## src/rtl/mem_stage.sv

```systemverilog
//-----------------------------------------------------------------------------
// mem_stage
//   Memory-access pipeline stage between exe_stage and the write-back stage.
//   Holds one instruction from EXE and waits for its data-SRAM response if it
//   is a load or store. Load data is extended by width and byte offset.
//   Multiply/divide results are selected by the op flags. The final result is
//   forwarded to decode. Outstanding SRAM transactions are counted so that
//   responses belonging to flushed instructions are silently discarded.
//
// Ports
//   clk, reset            clock, asynchronous active-high reset
//   ws_allowin            WB can accept an instruction
//   ms_allowin            MEM can accept an instruction
//   es_to_ms_valid/_bus   instruction offered by EXE
//   es_mem_req_fire       EXE data request accepted this cycle
//   mul_result            64-bit product for the resident instruction
//   div_quotient/_rem     divider results for the resident instruction
//   data_sram_data_ok     one in-order SRAM response this cycle
//   data_sram_rdata       response data
//   excp_flush/ertn_flush pipeline flush
//   ms_to_ws_valid/_bus   instruction offered to WB
//   ms_forward            {data_pending, final_result, dest, gr_we, ms_valid}
//   ms_excp_pending       resident instruction carries an exception
//-----------------------------------------------------------------------------
`timescale 1ns/1ps
module mem_stage #(
    parameter int ES_TO_MS_BUS_WD = 104,
    parameter int MS_TO_WS_BUS_WD = 119,
    parameter int MS_FORWARD_WD   = 40
) (
    input  logic                       clk,
    input  logic                       reset,
    input  logic                       ws_allowin,
    output logic                       ms_allowin,
    input  logic                       es_to_ms_valid,
    input  logic [ES_TO_MS_BUS_WD-1:0] es_to_ms_bus,
    input  logic                       es_mem_req_fire,
    input  logic [63:0]                mul_result,
    input  logic [31:0]                div_quotient,
    input  logic [31:0]                div_remainder,
    input  logic                       data_sram_data_ok,
    input  logic [31:0]                data_sram_rdata,
    input  logic                       excp_flush,
    input  logic                       ertn_flush,
    output logic                       ms_to_ws_valid,
    output logic [MS_TO_WS_BUS_WD-1:0] ms_to_ws_bus,
    output logic [MS_FORWARD_WD-1:0]   ms_forward,
    output logic                       ms_excp_pending
);

    logic                       r_ms_valid;
    logic [ES_TO_MS_BUS_WD-1:0] r_bus;
    logic                       r_buf_valid;
    logic [31:0]                r_buf_data;
    logic [1:0]                 r_out_cnt;
    logic [1:0]                 r_drop_cnt;

    // resident instruction fields
    logic [31:0] w_pc;
    logic [31:0] w_alu_result;
    logic [4:0]  w_dest;
    logic        w_gr_we;
    logic        w_res_from_mem;
    logic        w_ld_hu, w_ld_h, w_ld_bu, w_ld_b, w_ld_w;
    logic        w_mem_we;
    logic [1:0]  w_addr_lo;
    logic [3:0]  w_mul_div_op;
    logic        w_excp;
    logic [15:0] w_excp_num;

    assign w_pc           = r_bus[31:0];
    assign w_alu_result   = r_bus[63:32];
    assign w_dest         = r_bus[68:64];
    assign w_gr_we        = r_bus[69];
    assign w_res_from_mem = r_bus[70];
    assign w_ld_hu        = r_bus[74];
    assign w_ld_h         = r_bus[75];
    assign w_ld_bu        = r_bus[76];
    assign w_ld_b         = r_bus[77];
    assign w_ld_w         = r_bus[78];
    assign w_mem_we       = r_bus[79];
    assign w_addr_lo      = r_bus[81:80];
    assign w_mul_div_op   = r_bus[86:83];
    assign w_excp         = r_bus[87];
    assign w_excp_num     = r_bus[103:88];

    logic w_flush;
    logic w_mem_acc;
    logic w_ok_match;
    logic w_ready_go;
    logic w_leave;

    assign w_flush    = excp_flush | ertn_flush;
    // an excepting load/store never issued a request, so it waits for nothing
    assign w_mem_acc  = (w_res_from_mem | w_mem_we) & ~w_excp;
    // a response is ours only when no killed responses are still in flight
    assign w_ok_match = data_sram_data_ok & (r_drop_cnt == 2'd0);
    assign w_ready_go = ~w_mem_acc | r_buf_valid | w_ok_match;

    assign ms_allowin     = ~r_ms_valid | (w_ready_go & ws_allowin);
    assign ms_to_ws_valid = r_ms_valid & w_ready_go;
    assign w_leave        = ms_to_ws_valid & ws_allowin;

    //-------------------------------------------------------------------------
    // load extension
    //-------------------------------------------------------------------------
    logic [31:0] w_ld_src;
    logic [7:0]  w_byte;
    logic [15:0] w_half;
    logic [31:0] w_ld_res;

    assign w_ld_src = r_buf_valid ? r_buf_data : data_sram_rdata;
    assign w_half   = w_addr_lo[1] ? w_ld_src[31:16] : w_ld_src[15:0];

    always_comb begin
        w_byte = w_ld_src[7:0];
        case (w_addr_lo)
            2'd0: w_byte = w_ld_src[7:0];
            2'd1: w_byte = w_ld_src[15:8];
            2'd2: w_byte = w_ld_src[23:16];
            2'd3: w_byte = w_ld_src[31:24];
            default: w_byte = w_ld_src[7:0];
        endcase
    end

    always_comb begin
        w_ld_res = w_ld_src;                      // ld_w and fallback
        if (w_ld_b)
            w_ld_res = {{24{w_byte[7]}}, w_byte};
        else if (w_ld_bu)
            w_ld_res = {24'd0, w_byte};
        else if (w_ld_h)
            w_ld_res = {{16{w_half[15]}}, w_half};
        else if (w_ld_hu)
            w_ld_res = {16'd0, w_half};
    end

    //-------------------------------------------------------------------------
    // result select
    //-------------------------------------------------------------------------
    logic [31:0] w_final_result;

    always_comb begin
        w_final_result = w_alu_result;
        if (w_res_from_mem & ~w_excp)
            w_final_result = w_ld_res;
        else if (w_mul_div_op[0])
            w_final_result = mul_result[31:0];
        else if (w_mul_div_op[1])
            w_final_result = mul_result[63:32];
        else if (w_mul_div_op[2])
            w_final_result = div_quotient;
        else if (w_mul_div_op[3])
            w_final_result = div_remainder;
    end

    //-------------------------------------------------------------------------
    // outputs
    //-------------------------------------------------------------------------
    logic w_data_pending;
    assign w_data_pending = r_ms_valid & w_res_from_mem & ~w_ready_go;

    assign ms_to_ws_bus    = {w_alu_result, w_excp_num, w_excp, w_gr_we,
                              w_dest, w_final_result, w_pc};
    assign ms_forward      = {w_data_pending, w_final_result, w_dest,
                              w_gr_we, r_ms_valid};
    assign ms_excp_pending = r_ms_valid & w_excp;

    //-------------------------------------------------------------------------
    // stage register
    //-------------------------------------------------------------------------
    always_ff @(posedge clk or posedge reset) begin
        if (reset) begin
            r_ms_valid <= 1'b0;
            r_bus      <= '0;
        end else begin
            if (w_flush)
                r_ms_valid <= 1'b0;
            else if (ms_allowin)
                r_ms_valid <= es_to_ms_valid;
            if (!w_flush && es_to_ms_valid && ms_allowin)
                r_bus <= es_to_ms_bus;
        end
    end

    //-------------------------------------------------------------------------
    // data buffer: holds a response when WB is not ready in its arrival
    // cycle. Never overwritten while full.
    //-------------------------------------------------------------------------
    always_ff @(posedge clk or posedge reset) begin
        if (reset) begin
            r_buf_valid <= 1'b0;
            r_buf_data  <= '0;
        end else if (w_flush || w_leave) begin
            r_buf_valid <= 1'b0;
        end else if (w_ok_match && r_ms_valid && w_mem_acc &&
                     !ws_allowin && !r_buf_valid) begin
            r_buf_valid <= 1'b1;
            r_buf_data  <= data_sram_rdata;
        end
    end

    //-------------------------------------------------------------------------
    // outstanding / drop counters
    //-------------------------------------------------------------------------
    // Everything still in flight after this edge belongs to killed
    // instructions, including a request fired in the flush cycle. A response
    // arriving in the flush cycle is consumed now and is not counted.
    logic [2:0] w_drop_base;
    logic [2:0] w_drop_next;

    assign w_drop_base = {1'b0, r_out_cnt} + {2'd0, es_mem_req_fire};
    assign w_drop_next = (data_sram_data_ok && w_drop_base != 3'd0) ?
                         w_drop_base - 3'd1 : w_drop_base;

    always_ff @(posedge clk or posedge reset) begin
        if (reset) begin
            r_out_cnt <= 2'd0;
        end else begin
            case ({es_mem_req_fire, data_sram_data_ok})
                2'b10: r_out_cnt <= r_out_cnt + 2'd1;
                // a stray response (e.g. after reset) must not underflow
                2'b01: if (r_out_cnt != 2'd0) r_out_cnt <= r_out_cnt - 2'd1;
                default: r_out_cnt <= r_out_cnt;
            endcase
        end
    end

    always_ff @(posedge clk or posedge reset) begin
        if (reset)
            r_drop_cnt <= 2'd0;
        else if (w_flush)
            r_drop_cnt <= w_drop_next[1:0];
        else if (data_sram_data_ok && r_drop_cnt != 2'd0)
            r_drop_cnt <= r_drop_cnt - 2'd1;
    end

    // store width and sign bits are consumed upstream
    logic w_unused_ok;
    assign w_unused_ok = &{1'b0, r_bus[73:71], r_bus[82], w_ld_w,
                           w_drop_next[2]};

endmodule

```

## config.mk

```make
export PLATFORM = sky130hd
export DESIGN_NAME = mem_stage
export DESIGN_NICKNAME = d
export VERILOG_FILES = /design/src/rtl/mem_stage.sv
export SDC_FILE = /design/constraint.sdc
export NUM_CORES = 1
export LEC_CHECK = 0
export ABC_AREA = 1
export ABC_CLOCK_PERIOD_IN_PS = 5800
export BUFFER_PORTS_ARGS = -buffer_cell sky130_fd_sc_hd__buf_2
export CAP_MARGIN = 10
export CELL_PAD_IN_SITES_DETAIL_PLACEMENT = 0
export CELL_PAD_IN_SITES_GLOBAL_PLACEMENT = 1
export CORE_MARGIN = 2
export CORE_UTILIZATION = 33
export CTS_CLUSTER_DIAMETER = 80
export CTS_CLUSTER_SIZE = 8
export DETAILED_ROUTE_END_ITERATION = 8
export PLACE_DENSITY = 0.83
export RECOVER_POWER = 25
export SYNTH_ARGS = -nofsm -noshare
export SYNTH_HDL_FRONTEND = slang
export SYNTH_SLANG_ARGS = --single-unit
```

## constraint.sdc

```tcl
create_clock -name clk -period 5.8 [get_ports clk]
set_clock_uncertainty 0.1 [all_clocks]
set_input_delay 0.58 -clock clk [delete_from_list [all_inputs] [get_ports clk]]
set_output_delay 0.58 -clock clk [all_outputs]
set_load 0.01 [all_outputs]
```

**Word level (Yosys, flattened, before mapping)**

Index checks and enable logic that the tools add are counted.

- Word-level logic and storage cells: 80
- Bits of input ports: 272
- Flip-flop bits (word level): 142
- Output and inout bits: 162

- Mux-type cells: 21
- Bitwise logic cells: 19
- $add $sub $neg: 5
- Equality and inequality tests: 6
- Reductions and logical operators: 23

Operator list:

| cell | number |
|---|---|
| two-way mux 32 bit | 10 |
| one-hot mux 8 bit (4 select lines) | 1 |
| two-way mux 16 bit | 1 |
| nonzero test 2 bit | 6 |
| AND 1 bit | 9 |
| logical AND 1 bit | 8 |
| two-way mux 2 bit | 4 |
| == test 2 bit (second input constant) | 3 |
| subtractor 2 x 1 -> 2 bit (second input constant) | 3 |
| NOT 1 bit | 5 |
| bitwise OR 1 bit | 5 |
| == test 2 x 1 -> 1 bit (second input constant) | 2 |
| logical NOT 2 bit | 2 |
| two-way mux 1 bit | 4 |
| one-hot mux 2 bit (2 select lines) | 1 |
| AND reduction 2 bit | 2 |
| adder 2 x 1 -> 3 bit | 1 |
| logical NOT 1 bit | 3 |
| nonzero test 3 bit | 1 |
| adder 2 x 1 -> 2 bit (second input constant) | 1 |
| inequality test 2 bit (second input constant) | 1 |
| logical OR 1 bit | 1 |

**Logic depth before layout (Yosys ltp)**

- Word-level depth: 10
- Gate-level depth with buffers: 14
- Gate-level depth less buffers: 11

**Least setup slack after synthesis**

Ideal clock, no wire load.

- Kind: reg-to-output
- From: register r_bus[81]
- To: output ms_to_ws_bus[39]
- Path buffers: 3
- Arrival: 1588 ps
- Slack: 3532 ps
- Cell stages (with the launch flop): 9
- Required time: 5120 ps
- Path through: dfrtp_1 -> buf_2 -> nand2_1 -> buf_2 -> nand3_1 -> nand3_1 -> nand2_1 -> o21ai_0 -> buf_4

- Word-level cells in the longest chain between the ends: 6
- Elaborated cells on any way between the ends: 11
- Those cells by class: eq/ne: 3; mux: 7; reduce/logical: 1

Ends and longest elaborated chain:

| what | RTL line | text |
|---|---|---|
| from (decl) | 52 | `logic [ES_TO_MS_BUS_WD-1:0] r_bus;` |
| from (signal assigned) | 182 | `r_bus <= es_to_ms_bus;` |
| parallel branches: the longest is 4 deep, another holds two-way mux 32 bit | n/a |  |
| two-way mux 32 bit * | 128 | `if (w_ld_b)` |
| two-way mux 32 bit * | 145 | `if (w_res_from_mem & ~w_excp)` |
| to (decl) | 46 | `output logic [MS_TO_WS_BUS_WD-1:0] ms_to_ws_bus,` |

Mark *: on every way between the ends.

==> run_results.csv <==
group,metric,value,unit
status,outcome,"finished, violations left",
status,violations,"capacitance limit, slew limit",
setup_path,cp-end-kind,"asynchronous set/reset pin",
power_and_ir_drop,swShare,0.4203,
clock_tree,clk_latency,430,ps
detailed_routing,drtIter0Drc,672,
final_layout,syn_to_final_growth,19.47,%
detailed_routing,vias,9911,
clock_tree,cts_buffers,17,
setup_path,worst-setup-path-type,"input pin to asynchronous set/reset pin",
min_path,hp-start,"es_to_ms_bus[11]",
logic_synthesis,ys_seq_elements,137,
logic_synthesis,synth_nets,1715,
die,rows,62,
detailed_routing,wl_per_cell,17.54,µm
die,die_h,175.8,µm
clock_tree,clkSinkCount,137,
setup_path,max_stage_delay,2330,ps
setup_path,path_delay_family,"buffers and inverters",
setup_path,crit_chain,"buf_2 > clkinvlp_2",
sta,setup_ws,2213,ps
global_routing,track_usage,0.2338,
setup_path,crit_buf_inv,2,
min_path,hold_end,"r_bus[11]",
global_routing,grt_pass1_vias,9407,
final_layout,final_core_util,0.4033,
placed_design,post-place-ws,2755,ps
die,start_util,0.3376,
clock_tree,clockRootBuffer,"clkbuf_16",
sta,tns,0,ps
setup_path,start_kind,"input pin",
setup_path,arrival,3050,ps
placed_design,gp_congestion,0.8775,
sta,tightest_slew,4189,ps
power_and_ir_drop,pwr-share-comb,0.427,
detailed_routing,first_pass_iters,6,
sta,period_minus_slack,3587,ps
power_and_ir_drop,p_int,2.373,mW
power_and_ir_drop,p_leak,6.758,nW
die,fp.dieW,175.8,µm
sta,rsz0062_at_grt,"false",
clock_tree,postCtsHoldBufs,0,
clock_tree,cts_tree,"done",
die,coreArea,28860,µm²
clock_tree,clk_path_buf_depth,2,
min_path,hp-class,"input pin to register",
power_and_ir_drop,power,4.093,mW
power_and_ir_drop,switchingPower,1.720,mW
final_layout,nets,1967,
sta,slew-limit-headroom,-1.808,
global_routing,antenna_found_initial,8,
power_and_ir_drop,ir_drop,157.2,µV
setup_path,critical_path.slowest_cell,"clkinvlp_2",
logic_synthesis,ys_types,34,
sta,maxSlewViolCount,92,
min_path,hold_depth,3,
die,pin_count,434,
logic_synthesis,synth.avg_cell_area,6.770,µm²
die,die_area,30910,µm²
sta,setup_viol,0,
setup_path,r2r-start,"r_buf_valid",
power_and_ir_drop,pwr-share-clk,0.266,
logic_synthesis,syn_inst,1439,
sta,finalCritPeriodShare,0.6184,
setup_path,reg2reg_depth,9,
clock_tree,clkTransAtPathRegs,60,ps
sta,hold_slack,269.6,ps
placed_design,hpwlAfterDp,28.00,mm
sta,fmax,278.8,MHz
setup_path,crit_path_max_fanout,91,
global_routing,overflow,0,
detailed_routing,ant_nets,0,
setup_path,r2r-end,"r_buf_data[27]",
sta,hold_viol_final,0,
detailed_routing,viasPerCell,4.738,
global_routing,grt_pass1_wl,54.99,mm
setup_path,rrSetupSlack,2900,ps
clock_tree,htree_levels,4,
global_routing,grt_max_degree,92,
logic_synthesis,seq_area_frac_synth,0.3519,
detailed_routing,drc,0,
clock_tree,cts_setup_buffers,0,
setup_path,critPathRequiredTime,5270,ps
clock_tree,post_cts_resized,0,
power_and_ir_drop,powerDensity,351.7,nW/µm²
final_layout,drive_gt1_frac,0.2981,
power_and_ir_drop,seqPwrFrac,0.307,
logic_synthesis,yosys_warnings,0,
detailed_routing,routed_wl,36.70,mm
logic_synthesis,netlist_area,9742,µm²
run,cap_viol_max_count,1,
placed_design,io_buffers,428,
flip-flops by register name (all words and copies together) (netlist names):
register / cells
r_ms_valid: 1
r_bus: 99
r_drop_cnt: 2
r_out_cnt: 2
r_buf_valid: 1
r_buf_data: 32
cell usage after synthesis, drive strengths merged:
master	count	area share
a21oi	25	0.013
and2	3	0.0019
buf	168	0.13
clkbuf	42	0.016
clkinv	2	0.0013
dfrtp	137	0.35
ha	4	0.0051
inv	151	0.058
nand2	541	0.21
nand3	72	0.038
nand4	38	0.026
nor2	38	0.016
nor3	1	0.0017
o211ai	27	0.021
o21ai	161	0.090
o21bai	12	0.0092
o22ai	1	0.00064
o311ai	1	0.00090
or2	13	0.0083
xor2	2	0.0018
cells by family after synthesis:
family / Yosys count / share of synthesized area
AO/OA/AOI/OAI: 227 / 0.1349
flip-flops: 137 / 0.3519
adder cells (fa/ha/maj): 4 / 0.005138
AND/OR/NAND/NOR: 706 / 0.3011
buffers and inverters: 363 / 0.2052
XOR/XNOR: 2 / 0.001798
power groups by stage:
stage,clock network [mW],registers [mW],logic (mW)
CTS,1.10,1.25,1.78
global placement,0,1.26,1.75
detailed placement,0,1.27,1.77
global route,1.15,1.28,1.96
finish,1.09,1.26,1.75
floorplan,0,1.23,1.35
cell usage in the layout (no fill, tap or decap), drive strengths merged, types with 25 or more instances in the layout:
master / n
buf: 426
nand4: 38
nand3: 72
dfrtp: 137
o21ai: 161
o211ai: 27
inv: 154
nand2: 541
nor2: 38
clkbuf: 37
a21oi: 25
layer usage:
layer	routed length [µm]	vias up	GRT usage
li1	-	4920	-
met1	14940	4515	0.2859
met2	17720	423	0.3980
met3	2940	47	0.06061
met4	1062	6	0.08264
met5	32	-	0
stage by stage:
step | std cells | instance area, µm²
final | 2092 | 11640
after global routing | 2091 | 11640
after CTS | 2088 | 11650
after detailed placement | 2056 | 11080
after global placement | 2056 | 11080
after floorplan | 1439 | 9742
how the worst max path moves through the flow:
| stage | start | to | cells past startpoint |
|---|---|---|---|
| detailed placement | r_bus[81] | ms_to_ws_bus[43] | 8 |
| global placement | r_bus[81] | ms_to_ws_bus[62] | 8 |
| finish | reset | r_bus[84] | 2 |
| global route | reset | r_bus[84] | 2 |
| CTS | r_bus[81] | ms_to_ws_bus[43] | 8 |
| floorplan | reset | r_buf_data[0] | 1 |
area by class of cell:
cell class | count | area, µm²
antenna | 4 | 10.01
inverter | 153 | 580.6
fill | 3161 | 17220
sequential | 137 | 3430
multi-input combinational | 939 | 4319
tap | 384 | 480.5
clock buffer | 20 | 456.7
timing repair buffer | 443 | 2246
clock inverter | 12 | 116.4
No activity file was read; power rests on OpenSTA's default activity.
